File: src/rtl/gf192_addsub_issuer.sv
// Initiator for the 192-bit modular add/sub unit: buffers tagged commands in a FIFO,
// issues them one at a time to the adder and returns results with a completion watchdog.
module gf192_addsub_issuer #(
    parameter int unsigned BW_GF   = 192,
    parameter int unsigned TAG_W   = 4,
    parameter int unsigned DEPTH   = 2,
    parameter int unsigned TIMEOUT = 15
) (
    input  logic             clk,
    input  logic             rst_n,
    input  logic             cmd_valid,
    output logic             cmd_ready,
    input  logic [BW_GF-1:0] cmd_a,
    input  logic [BW_GF-1:0] cmd_b,
    input  logic             cmd_is_sub,
    input  logic [TAG_W-1:0] cmd_tag,
    output logic             add_en,
    output logic [BW_GF-1:0] add_a,
    output logic [BW_GF-1:0] add_b,
    output logic             add_is_sub,
    input  logic [BW_GF-1:0] add_out,
    input  logic             add_valid,
    output logic             rsp_valid,
    input  logic             rsp_ready,
    output logic [BW_GF-1:0] rsp_data,
    output logic [TAG_W-1:0] rsp_tag,
    output logic             rsp_err,
    output logic             spurious
);

    localparam int unsigned PW = (DEPTH > 1) ? $clog2(DEPTH) : 1;
    localparam int unsigned CW = $clog2(DEPTH + 1);
    localparam int unsigned WW = (TIMEOUT > 1) ? $clog2(TIMEOUT) : 1;
    localparam logic [CW-1:0] FULL_CNT  = CW'(DEPTH);
    localparam logic [WW-1:0] WDOG_LAST = WW'(TIMEOUT - 1);

    typedef struct packed {
        logic [BW_GF-1:0] a;
        logic [BW_GF-1:0] b;
        logic             is_sub;
        logic [TAG_W-1:0] tag;
    } cmd_t;

    typedef enum logic [1:0] {IDLE, ISSUE, WAIT, RESP} state_e;

    cmd_t             mem_q [DEPTH];
    cmd_t             cmd_in;
    cmd_t             head;
    logic [PW-1:0]    wr_ptr_q, wr_ptr_d;
    logic [PW-1:0]    rd_ptr_q, rd_ptr_d;
    logic [CW-1:0]    count_q, count_d;
    logic             cmd_ready_q, cmd_ready_d;
    logic             push, pop;

    state_e           state_q, state_d;
    cmd_t             op_q, op_d;
    logic [WW-1:0]    wdog_q, wdog_d;
    logic [BW_GF-1:0] rsp_data_q, rsp_data_d;
    logic [TAG_W-1:0] rsp_tag_q, rsp_tag_d;
    logic             rsp_err_q, rsp_err_d;
    logic             spurious_q, spurious_d;

    // cmd_ready is a registered !full, so a same-cycle pop never admits a push into a full FIFO
    always_comb begin
        cmd_in   = '{a: cmd_a, b: cmd_b, is_sub: cmd_is_sub, tag: cmd_tag};
        push     = cmd_valid && cmd_ready_q;
        head     = mem_q[rd_ptr_q];
        wr_ptr_d = push ? wr_ptr_q + PW'(1) : wr_ptr_q;
        rd_ptr_d = pop  ? rd_ptr_q + PW'(1) : rd_ptr_q;
        count_d  = count_q + CW'(push) - CW'(pop);
        cmd_ready_d = (count_d != FULL_CNT);
    end

    always_ff @(posedge clk) begin
        if (push) begin
            mem_q[wr_ptr_q] <= cmd_in;
        end
    end

    always_comb begin
        state_d    = state_q;
        pop        = 1'b0;
        op_d       = op_q;
        wdog_d     = wdog_q;
        rsp_data_d = rsp_data_q;
        rsp_tag_d  = rsp_tag_q;
        rsp_err_d  = rsp_err_q;
        spurious_d = spurious_q || (add_valid && (state_q != WAIT));
        case (state_q)
            IDLE: begin
                if (count_q != '0) begin
                    pop     = 1'b1;
                    op_d    = head;
                    state_d = ISSUE;
                end
            end
            ISSUE: begin
                wdog_d  = '0;
                state_d = WAIT;
            end
            WAIT: begin
                // a completion on the expiry cycle still counts as success
                if (add_valid) begin
                    rsp_data_d = add_out;
                    rsp_tag_d  = op_q.tag;
                    rsp_err_d  = 1'b0;
                    state_d    = RESP;
                end else if (wdog_q == WDOG_LAST) begin
                    rsp_data_d = '0;
                    rsp_tag_d  = op_q.tag;
                    rsp_err_d  = 1'b1;
                    state_d    = RESP;
                end else begin
                    wdog_d = wdog_q + WW'(1);
                end
            end
            RESP: begin
                if (rsp_ready) begin
                    if (count_q != '0) begin
                        pop     = 1'b1;
                        op_d    = head;
                        state_d = ISSUE;
                    end else begin
                        state_d = IDLE;
                    end
                end
            end
            default: state_d = IDLE;
        endcase
    end

    always_ff @(posedge clk or negedge rst_n) begin
        if (!rst_n) begin
            wr_ptr_q    <= '0;
            rd_ptr_q    <= '0;
            count_q     <= '0;
            cmd_ready_q <= 1'b1;
            state_q     <= IDLE;
            op_q        <= '0;
            wdog_q      <= '0;
            rsp_data_q  <= '0;
            rsp_tag_q   <= '0;
            rsp_err_q   <= 1'b0;
            spurious_q  <= 1'b0;
        end else begin
            wr_ptr_q    <= wr_ptr_d;
            rd_ptr_q    <= rd_ptr_d;
            count_q     <= count_d;
            cmd_ready_q <= cmd_ready_d;
            state_q     <= state_d;
            op_q        <= op_d;
            wdog_q      <= wdog_d;
            rsp_data_q  <= rsp_data_d;
            rsp_tag_q   <= rsp_tag_d;
            rsp_err_q   <= rsp_err_d;
            spurious_q  <= spurious_d;
        end
    end

    assign cmd_ready  = cmd_ready_q;
    assign add_en     = (state_q == ISSUE);
    assign add_a      = op_q.a;
    assign add_b      = op_q.b;
    assign add_is_sub = op_q.is_sub;
    assign rsp_valid  = (state_q == RESP);
    assign rsp_data   = rsp_data_q;
    assign rsp_tag    = rsp_tag_q;
    assign rsp_err    = rsp_err_q;
    assign spurious   = spurious_q;

endmodule

File: config.mk
export PLATFORM = sky130hd
export DESIGN_NAME = gf192_addsub_issuer
export DESIGN_NICKNAME = d
export VERILOG_FILES = /design/src/rtl/gf192_addsub_issuer.sv
export SDC_FILE = /design/constraint.sdc
export NUM_CORES = 1
export LEC_CHECK = 0
export CORE_AREA = 2 2 462 464
export CTS_BUF_LIST = sky130_fd_sc_hd__clkbuf_2
export DETAILED_ROUTE_END_ITERATION = 8
export DIE_AREA = 0 0 464 466
export GPL_ROUTABILITY_DRIVEN = 0
export PLACE_DENSITY = 0.44
export SYNTH_ARGS = -nofsm -noshare
export SYNTH_HDL_FRONTEND = slang
export SYNTH_SLANG_ARGS = --single-unit
File: constraint.sdc
create_clock -name clk -period 32.1 [get_ports clk]
set_input_delay 8.025 -clock clk [delete_from_list [all_inputs] [get_ports clk]]
set_output_delay 8.025 -clock clk [all_outputs]
set_load 0.02 [all_outputs]
-- Word-level counts from Yosys, hierarchy flattened
Memories as Yosys holds them, arrays and structs flattened.
Cells that the tools add are included.
- equality and inequality tests: 11
- multiplexer cells: 23
- reduce and logical (&&, ||, !) cells: 12
- add/subtract/negate cells: 5
- operators by type and width (kind ; number):
    $mux W389 ; 2
    $pmux W389 S2 ; 1
    $mux W192 ; 2
    $mux W4 ; 4
    $ne A2 B2 Y1 const B ; 5
    $mux W2 ; 4
    $pmux W2 S4 ; 1
    $pmux W4 S2 ; 1
    $reduce_bool A2 Y1 ; 4
    $mux W1 ; 7
    $reduce_and A3 Y1 ; 2
    $add A4 B1 Y4 const B ; 1
    $eq A2 B2 Y1 const B ; 2
    $eq A4 B4 Y1 const B ; 1
    $reduce_and A2 Y1 ; 2
    $ne A3 B3 Y1 const B ; 1
    $add A1 B1 Y1 const B ; 2
    $add A2 B1 Y2 ; 1
    $eq A2 B1 Y1 const B ; 1
    $logic_and A1 B1 Y1 ; 2
    $logic_not A2 Y1 ; 1
    $ne A2 B1 Y1 const B ; 1
    $pmux W1 S2 ; 1
    $sub A2 B1 Y2 ; 1
    $logic_or A1 B1 Y1 ; 1
- memories: 1
- bits in registers: 598
- output and inout port bits: 586
- RAM bits: 778
- memories (memory ; depth ; bits a word ; rd ports ; clocked after memory_dff ; wr ports ; RTL line ; text):
    mem_q ; 2 ; 389 ; 1 ; 0 ; 1 ; 46 ; cmd_t mem_q [DEPTH];

-- Longest topological paths before layout
Gate-level depths: netlist (run 1).
- depth after elaboration: 6
- mapped depth: 10
- depth with buffers taken out: 10

-- Worst setup path after synthesis (run 1)
OpenSTA, ideal clock, no wires.
- kind: in2reg
- start: in cmd_valid
- end: mem mem_q[0][0] (netlist bit) (enable)
- setup slack: 6.730 ns
- stages: 2
- arrival: 24.221 ns
- buffers on the path: 0
- library setup time: 1.149 ns
- cells stage by stage: nand2_1 nor2_1
- cells in the longest elaborated chain, start to end: 3
- ends and longest elaborated chain (element ; RTL line ; text):
    start: declaration ; 11 ; input logic cmd_valid,
    $logic_and A1 B1 Y1 ; 66 ; push = cmd_valid && cmd_ready_q;
    $mux W1 ; 75 ; if (push) begin
    $mux W1 (implied by the code) ; 76 ; mem_q[wr_ptr_q] <= cmd_in;
    end: declaration ; 46 ;
No other way between the ends.

-- Final worst setup path (run 1)
- start: in rsp_ready
- end: reg op_q, in the netlist add_b[76]
- cells in the longest elaborated chain, start to end: 2
- ends and longest elaborated chain (element ; RTL line ; text):
    start: declaration ; 24 ; input logic rsp_ready,
    $ne A2 B1 Y1 (no source line) ; n/a ;
    $reduce_and A2 Y1 (no source line) ; n/a ;
    end signal: assignment ; 151 ; op_q <= op_d;
    end: declaration ; 56 ; cmd_t op_q, op_d;
No other way between the ends.
A chain may end at the register's enable or synchronous reset.

==> results.tsv, run 1 <==
metric	value	unit
path_max_fanout	100	
crit_top_cell	buf_4	
outcome	finished clean	
antenna_found_initial	67	
drive_gt1_frac	0.1452	
setup_tns	0	ps
synth_flop_cell	edfxtp_1	
grt_pass1_wl	239700	µm
cts_setup_buffers	0	
ctsHoldBuffers	0	
required	33730	ps
fp.dieH	466	µm
synthArstFlopShare	0.4346	
vias	31340	
ff_latch_area	38330	µm²
max_slew_margin	0.1922	
fin_crit_sh	0.3780	
multiInputGateArea	9443	µm²
pin_count	1172	
drt-wirelength-per-cell	22.88	µm
overflow	0	
die_w	464	µm
drc	0	
synthCells	3360	
path_cells	clkdlybuf4s50_1 > mux2i_1 > nor2_4 > buf_4 > buf_4 > buf_4 > buf_4 > buf_4 > nor2_1 > a21oi_1	
htreeDepth	5	
final_max_slew_viol_count	0	
cp_top_family	buffers and inverters	
hpwl	119700	µm
fillCellCount	21207	
synth-seq-cells	1376	
io_buffer_count	1171	
cp.arrival	13760	ps
initial_core_util	0.2444	
path_clk_slew	100	ps
path_buf_inv	6	
p_leak	26.23	nW
path_class	in -> reg	
total_power	6.825	mW
num-nets-final	5002	
syn_avg_cell_area	15.36	µm²
drtAntennaViolNets	0	
synth-edff-count	778	
drt_iter0_drc	1786	
dpl.cell_count	6835	
max_freq	0.08241	GHz
viasPerCell	4.154	
rsz0062_at_grt	no	
cts_made_buffers	391	
skew	244.1	ps
fin_cells	7545	
period_needed	12140	ps
synth.distinct_cells	33	
grt_max_degree	187	
start_kind	primary input	
cts_tree	done	
worstMarginPinSlew	1212	ps
pre_cts_ws	18240	ps
critPathMaxStageDelay	900	ps
irDropWorstVdd	0.00005700	V
finalWirelength	172600	µm
grt_pass1_vias	31884	
hold_path.class	reg -> reg	
die-area	216200	µm²
end_kind	register	
critPathSlowestCell	buf_4	
grtUsageTotal	0.1545	
core_area	211200	µm²
syn_nets	3955	
final-setup-viol-count	0	
synth-warning-count	0	
cap_violations	0	
clockRootBuffer	clkbuf_2	
clock_latency	1930	ps
syn2layout_area_growth	29.59	%
hold_viol	0	
layout_setup_ws	19970	ps
rows	169	
cts_resized	0	
firstDrtPassIters	5	
seq_area_frac_synth	0.7425	
synth_area	51620	µm²
pwr_density_cell	102.0	nW/µm²
cts.sinks	1376	
clk_path_buf_depth	4	
==> metrics by stage <==
stage / hold slack (ps) / cell area [µm²] / utilization
2_1_floorplan: 461.5 / 51620 / -
3_3_place_gp: 442.1 / 63420 / 0.3002
3_5_place_dp: 447.7 / 63420 / 0.3002
4_1_cts: 374.4 / 66850 / 0.3165
5_1_grt: 408.1 / 66870 / 0.3165
6_report: 354.2 / 66900 / 0.3167
==> per-layer routing <==
layer / global-route usage / part of all wire / wire length, µm
met1: 0.1871 / 0.41 / 70430
met2: 0.2381 / 0.46 / 79050
met3: 0.07847 / 0.11 / 18630
met4: 0.04866 / 0.024 / 4116
met5: 0 / 0.0021 / 360
==> Yosys cell counts, types with 2 or more instances <==
master | instances | area (µm²)
mux2i_1 | 390 | 3904
a22o_1 | 192 | 1682
buf_2 | 127 | 635.6
ha_1 | 9 | 112.6
xnor2_1 | 3 | 26.28
mux2_2 | 4 | 45.04
a21oi_1 | 395 | 1977
o21ai_0 | 6 | 30.03
nor3_1 | 3 | 15.01
dfrtp_1 | 597 | 14940
buf_6 | 5 | 56.30
nand2_1 | 6 | 22.52
nor2_1 | 394 | 1479
inv_1 | 8 | 30.03
edfxtp_1 | 778 | 23360
clkbuf_1 | 6 | 22.52
buf_1 | 3 | 11.26
nand3_1 | 2 | 10.01
a31oi_1 | 2 | 12.51
buf_4 | 417 | 3131
==> placed cells by master, fill, tap and decap left out, types with 2 or more instances in the layout <==
cell / n
clkdlybuf4s50_1: 1170
edfxtp_1: 778
clkbuf_2: 605
dfrtp_1: 596
a21oi_1: 395
nor2_1: 392
mux2i_1: 390
a22o_1: 192
clkinv_1: 61
buf_4: 37
diode_2: 20
clkinv_2: 11
ha_1: 9
inv_1: 8
inv_2: 7
nand2_1: 6
o21ai_0: 6
mux2_2: 4
buf_12: 4
nor3_1: 3
xnor2_1: 3
clkinvlp_4: 3
nor2_4: 2
a31oi_1: 2
nand3_1: 2
bufinv_16: 2
==> logic make-up after synthesis <==
family,synth area share
AND/OR/NAND/NOR,0.03049
AO/OA/AOI/OAI,0.07238
buffers and inverters,0.07528
flip-flops,0.7425
XOR/XNOR,0.0006788
multiplexers,0.07650
adder cells (fa/ha/maj),0.002181
==> final cells by class <==
cell class / instances / share of cell area
clock inverter: 85 / 0.006004
inverter: 8 / 0.0004489
multi-input combinational: 1418 / 0.1412
tap: 2821 / 0.05276
sequential: 1376 / 0.5730
antenna: 20 / 0.0007481
timing repair buffer: 1212 / 0.1806
clock buffer: 605 / 0.04526
==> final timing paths <==
path,endpoint,from,slack [ps],cells after the start
max,add_b[76]$_DFFE_PN0P_,rsp_ready,19970,10
min,add_b[146]$_DFFE_PN0P_,mem_q[0][151]$_DFFE_PP_,350,2
max reg2reg,add_b[76]$_DFFE_PN0P_,state_q[0]$_DFFE_PN0P_,25950,10
min reg2reg,add_b[146]$_DFFE_PN0P_,mem_q[0][151]$_DFFE_PP_,350,2
max in group asynchronous,add_a[100]$_DFFE_PN0P_,rst_n,22980,4
min in group asynchronous,rsp_data[113]$_DFFE_PN0P_,rst_n,6270,1
==> report_power, final <==
group / switching, mW / internal (mW)
clock network: 0.768 / 0.512
logic: 1.64 / 1.12
registers: 0.305 / 2.49
==> tightest hold or removal path, stage by stage (launching register included) <==
cell and delay, ps:
edfxtp_1 330, mux2i_1 60, a21oi_1 140
==> registers in the layout (all words and copies together) (netlist names) <==
signal	cells
cmd_ready	1
wr_ptr_q	1
rsp_data	192
op_q	4
add_b	192
rsp_tag	4
state_q	2
wdog_q	4
count_q	2
mem_q	778
add_a	192
rsp_err	1
spurious	1
add_is_sub	1
rd_ptr_q	1
No activity file was read; power rests on OpenSTA's default activity.
==> run 2: changes to the inputs <==
--- a/config.mk
+++ b/config.mk
@@ -10,7 +10,7 @@
 export DETAILED_ROUTE_END_ITERATION = 8
 export DIE_AREA = 0 0 464 466
 export GPL_ROUTABILITY_DRIVEN = 0
-export PLACE_DENSITY = 0.44
+export PLACE_DENSITY = 0.45
 export SYNTH_ARGS = -nofsm -noshare
 export SYNTH_HDL_FRONTEND = slang
 export SYNTH_SLANG_ARGS = --single-unit
==> constraint.sdc (replaced) <==
create_clock -name clk -period 11.1 [get_ports clk]
set_input_delay 2.775 -clock clk [delete_from_list [all_inputs] [get_ports clk]]
set_output_delay 2.775 -clock clk [all_outputs]
set_load 0.02 [all_outputs]
==> run 2 against run 1 <==
  * Non-clock buffer count shrank 10
  * Die area is the same
  * Critical endpoint is now rsp_valid
  * Highest routed layer unchanged
  * Largest cell class unchanged
  * Critical path type is now reg -> out
  * Flip-flop and latch count is the same
==> results.tsv, run 2 (same netlist as run 1, synthesis figures left out) <==
metric	value	unit	change
ctsHoldBuffers	0		unchanged
max_freq	0.1672	GHz	
pre_cts_ws	5220	ps	was 18,240 ps
required	8330	ps	was 33,730 ps
worstHoldStart	mem_q[1][89]$_DFFE_PP_		was mem_q[0][151]$_DFFE_PP_
cts.sinks	1376		unchanged
power.switching	7.762	mW	was 2.708 mW
cap_violations	0		unchanged
grt_pass1_wl	237600	µm	was 239,700 µm
cts_resized	0		unchanged
layout_common_cells	clkdlybuf4s50_1, edfxtp_1, clkbuf_2, dfrtp_1, a21oi_1		unchanged
drt-wirelength-per-cell	22.54	µm	was 22.88 µm
setup_tns	0	ps	unchanged
final_common_cell	clkdlybuf4s50_1		unchanged
total_power	19.74	mW	was 6.825 mW
die-area	216200	µm²	unchanged
critPathLaunch	state_q[0]$_DFFE_PN0P_		was rsp_ready
drtAntennaViolNets	0		unchanged
cts_made_buffers	395		was 391
path_clk_slew	100	ps	about the same
core_area	211200	µm²	unchanged
r2r_start	state_q[0]$_DFFE_PN0P_		unchanged
irDropWorstVdd	0.0002277	V	was 0.00005700 V
worstMarginPinSlew	1255	ps	was 1212 ps
fillCellCount	21205		was 21,207
p_leak	26.26	nW	was 26.23 nW
cp.arrival	3210	ps	was 13,760 ps
final_max_slew_viol_count	0		unchanged
grtUsageTotal	0.1525		was 0.1545
hold_path.class	reg -> reg		unchanged
finalWirelength	170100	µm	was 172,600 µm
drive_gt1_frac	0.1451		was 0.1452
initial_core_util	0.2444		unchanged
p_sw_frac	0.3932		was 0.3968
rsz0062_at_grt	no		unchanged
layout_setup_ws	5118	ps	was 19,970 ps
final-setup-viol-count	0		unchanged
htreeDepth	5		unchanged
path_cells	ha_1 > clkdlybuf4s50_1		was clkdlybuf4s50_1 > mux2i_1 > nor2_4 > buf_4 > buf_4 > buf_4 > buf_4 > buf_4 > nor2_1 > a21oi_1
grt_pass1_vias	31689		was 31,884
clock_power_share	0.189		was 0.187
largest_register_ffs	778		unchanged
syn2layout_area_growth	29.86	%	was 29.59%
outcome	finished clean		unchanged
cts_tree	done		unchanged
fp.dieH	466	µm	unchanged
critPathSlowestCell	clkdlybuf4s50_1		was buf_4
grt_max_degree	219		was 187
path_class	reg -> out		was in -> reg
crit_cells	2		was 10
placed_area	63460	µm²	was 63,420 µm²
p_seq_frac	0.406		was 0.409
io_buffer_count	1171		unchanged
skew	158.9	ps	was 244.1 ps
max_slew_margin	0.1631		was 0.1922
vias	31134		was 31,340
fin_crit_sh	0.5389		
hpwl	115400	µm	was 119,700 µm
crit_end	rsp_valid		was add_b[76]$_DFFE_PN0P_
critPathMaxStageDelay	860	ps	was 900 ps
finalInstanceArea	67030	µm²	was 66,900 µm²
path_buf_inv	1		was 6
num-nets-final	4996		was 5,002
pwr_density_cell	294.5	nW/µm²	was 102.0 nW/µm²
clk_path_buf_depth	4		unchanged
hold_viol	0		unchanged
reg2reg_to	rsp_data[4]$_DFFE_PN0P_		was add_b[76]$_DFFE_PN0P_
clock_latency	1680	ps	was 1930 ps
internal_power	11.98	mW	was 4.117 mW
period_needed	5982	ps	
drt_iter0_drc	1649		was 1,786
reg2regPathDepth	5		was 10
viasPerCell	4.126		was 4.154
combPwrFrac	0.405		was 0.403
path_max_fanout	5		was 100
overflow	0		unchanged
top_register	mem_q		unchanged
start_kind	register		was primary input
cp_top_family	buffers and inverters		unchanged
pin_count	1172		unchanged
end_kind	output pin		was register
clockRootBuffer	clkbuf_2		unchanged
worst-r2r-setup-slack	7550	ps	was 25,950 ps
antenna_found_initial	52		was 67
firstDrtPassIters	5		unchanged
rows	169		unchanged
die_w	464	µm	unchanged
cts_setup_buffers	0		unchanged
drc	0		unchanged
-- run 2: area by class of cell --
type / count / area (µm²) / area share
diodes: 17 / 42.54 / 0.0006346
clock buffers: 616 / 3083 / 0.04599
clock inverters: 88 / 451.7 / 0.006738
inverters: 8 / 30.03 / 0.0004480
multi-input cells: 1418 / 9443 / 0.1409
flip-flops and latches: 1376 / 38330 / 0.5718
well taps: 2821 / 3530 / 0.05266
repair buffers: 1202 / 12120 / 0.1808
-- run 2: power by group through the flow --
stage / clock network (mW) / registers, mW / logic (mW)
floorplan: 0 / 8.38 / 4.98
global placement: 0 / 8.09 / 8.11
detailed placement: 0 / 8.12 / 8.15
CTS: 3.96 / 8.03 / 8.19
global route: 4.22 / 8.20 / 8.58
finish: 3.73 / 8.02 / 7.99
-- run 2: layer usage --
metal | GRT usage | up-vias | wire (µm)
met2 | 0.2375 | 1217 | 78480
met5 | 0 | - | 274
met4 | 0.05207 | 44 | 4582
met1 | 0.1841 | 15316 | 69780
li1 | - | 14176 | -
met3 | 0.07278 | 381 | 17000
-- run 2: stage by stage --
step	util	hold slack, ps	cells
after floorplan	-	481.3	3360
after global placement	0.3004	481.9	6825
after detailed placement	0.3004	483.1	6825
after CTS	0.3171	391.3	7529
after global routing	0.3173	454.7	7540
final	0.3173	395.3	7546
-- run 2: worst min-delay path, cell delays in order, from the launching register on --
cell and delay [ps]:
edfxtp_1 320, mux2i_1 60, a21oi_1 130
-- run 2: worst min-delay path by stage --
stage | cells after the start | to
finish | 2 | add_b[84]$_DFFE_PN0P_
global route | 2 | add_b[84]$_DFFE_PN0P_
CTS | 2 | add_b[84]$_DFFE_PN0P_
detailed placement | 1 | rsp_data[173]$_DFFE_PN0P_
global placement | 1 | rsp_data[173]$_DFFE_PN0P_
floorplan | 1 | rsp_tag[0]$_DFFE_PN0P_
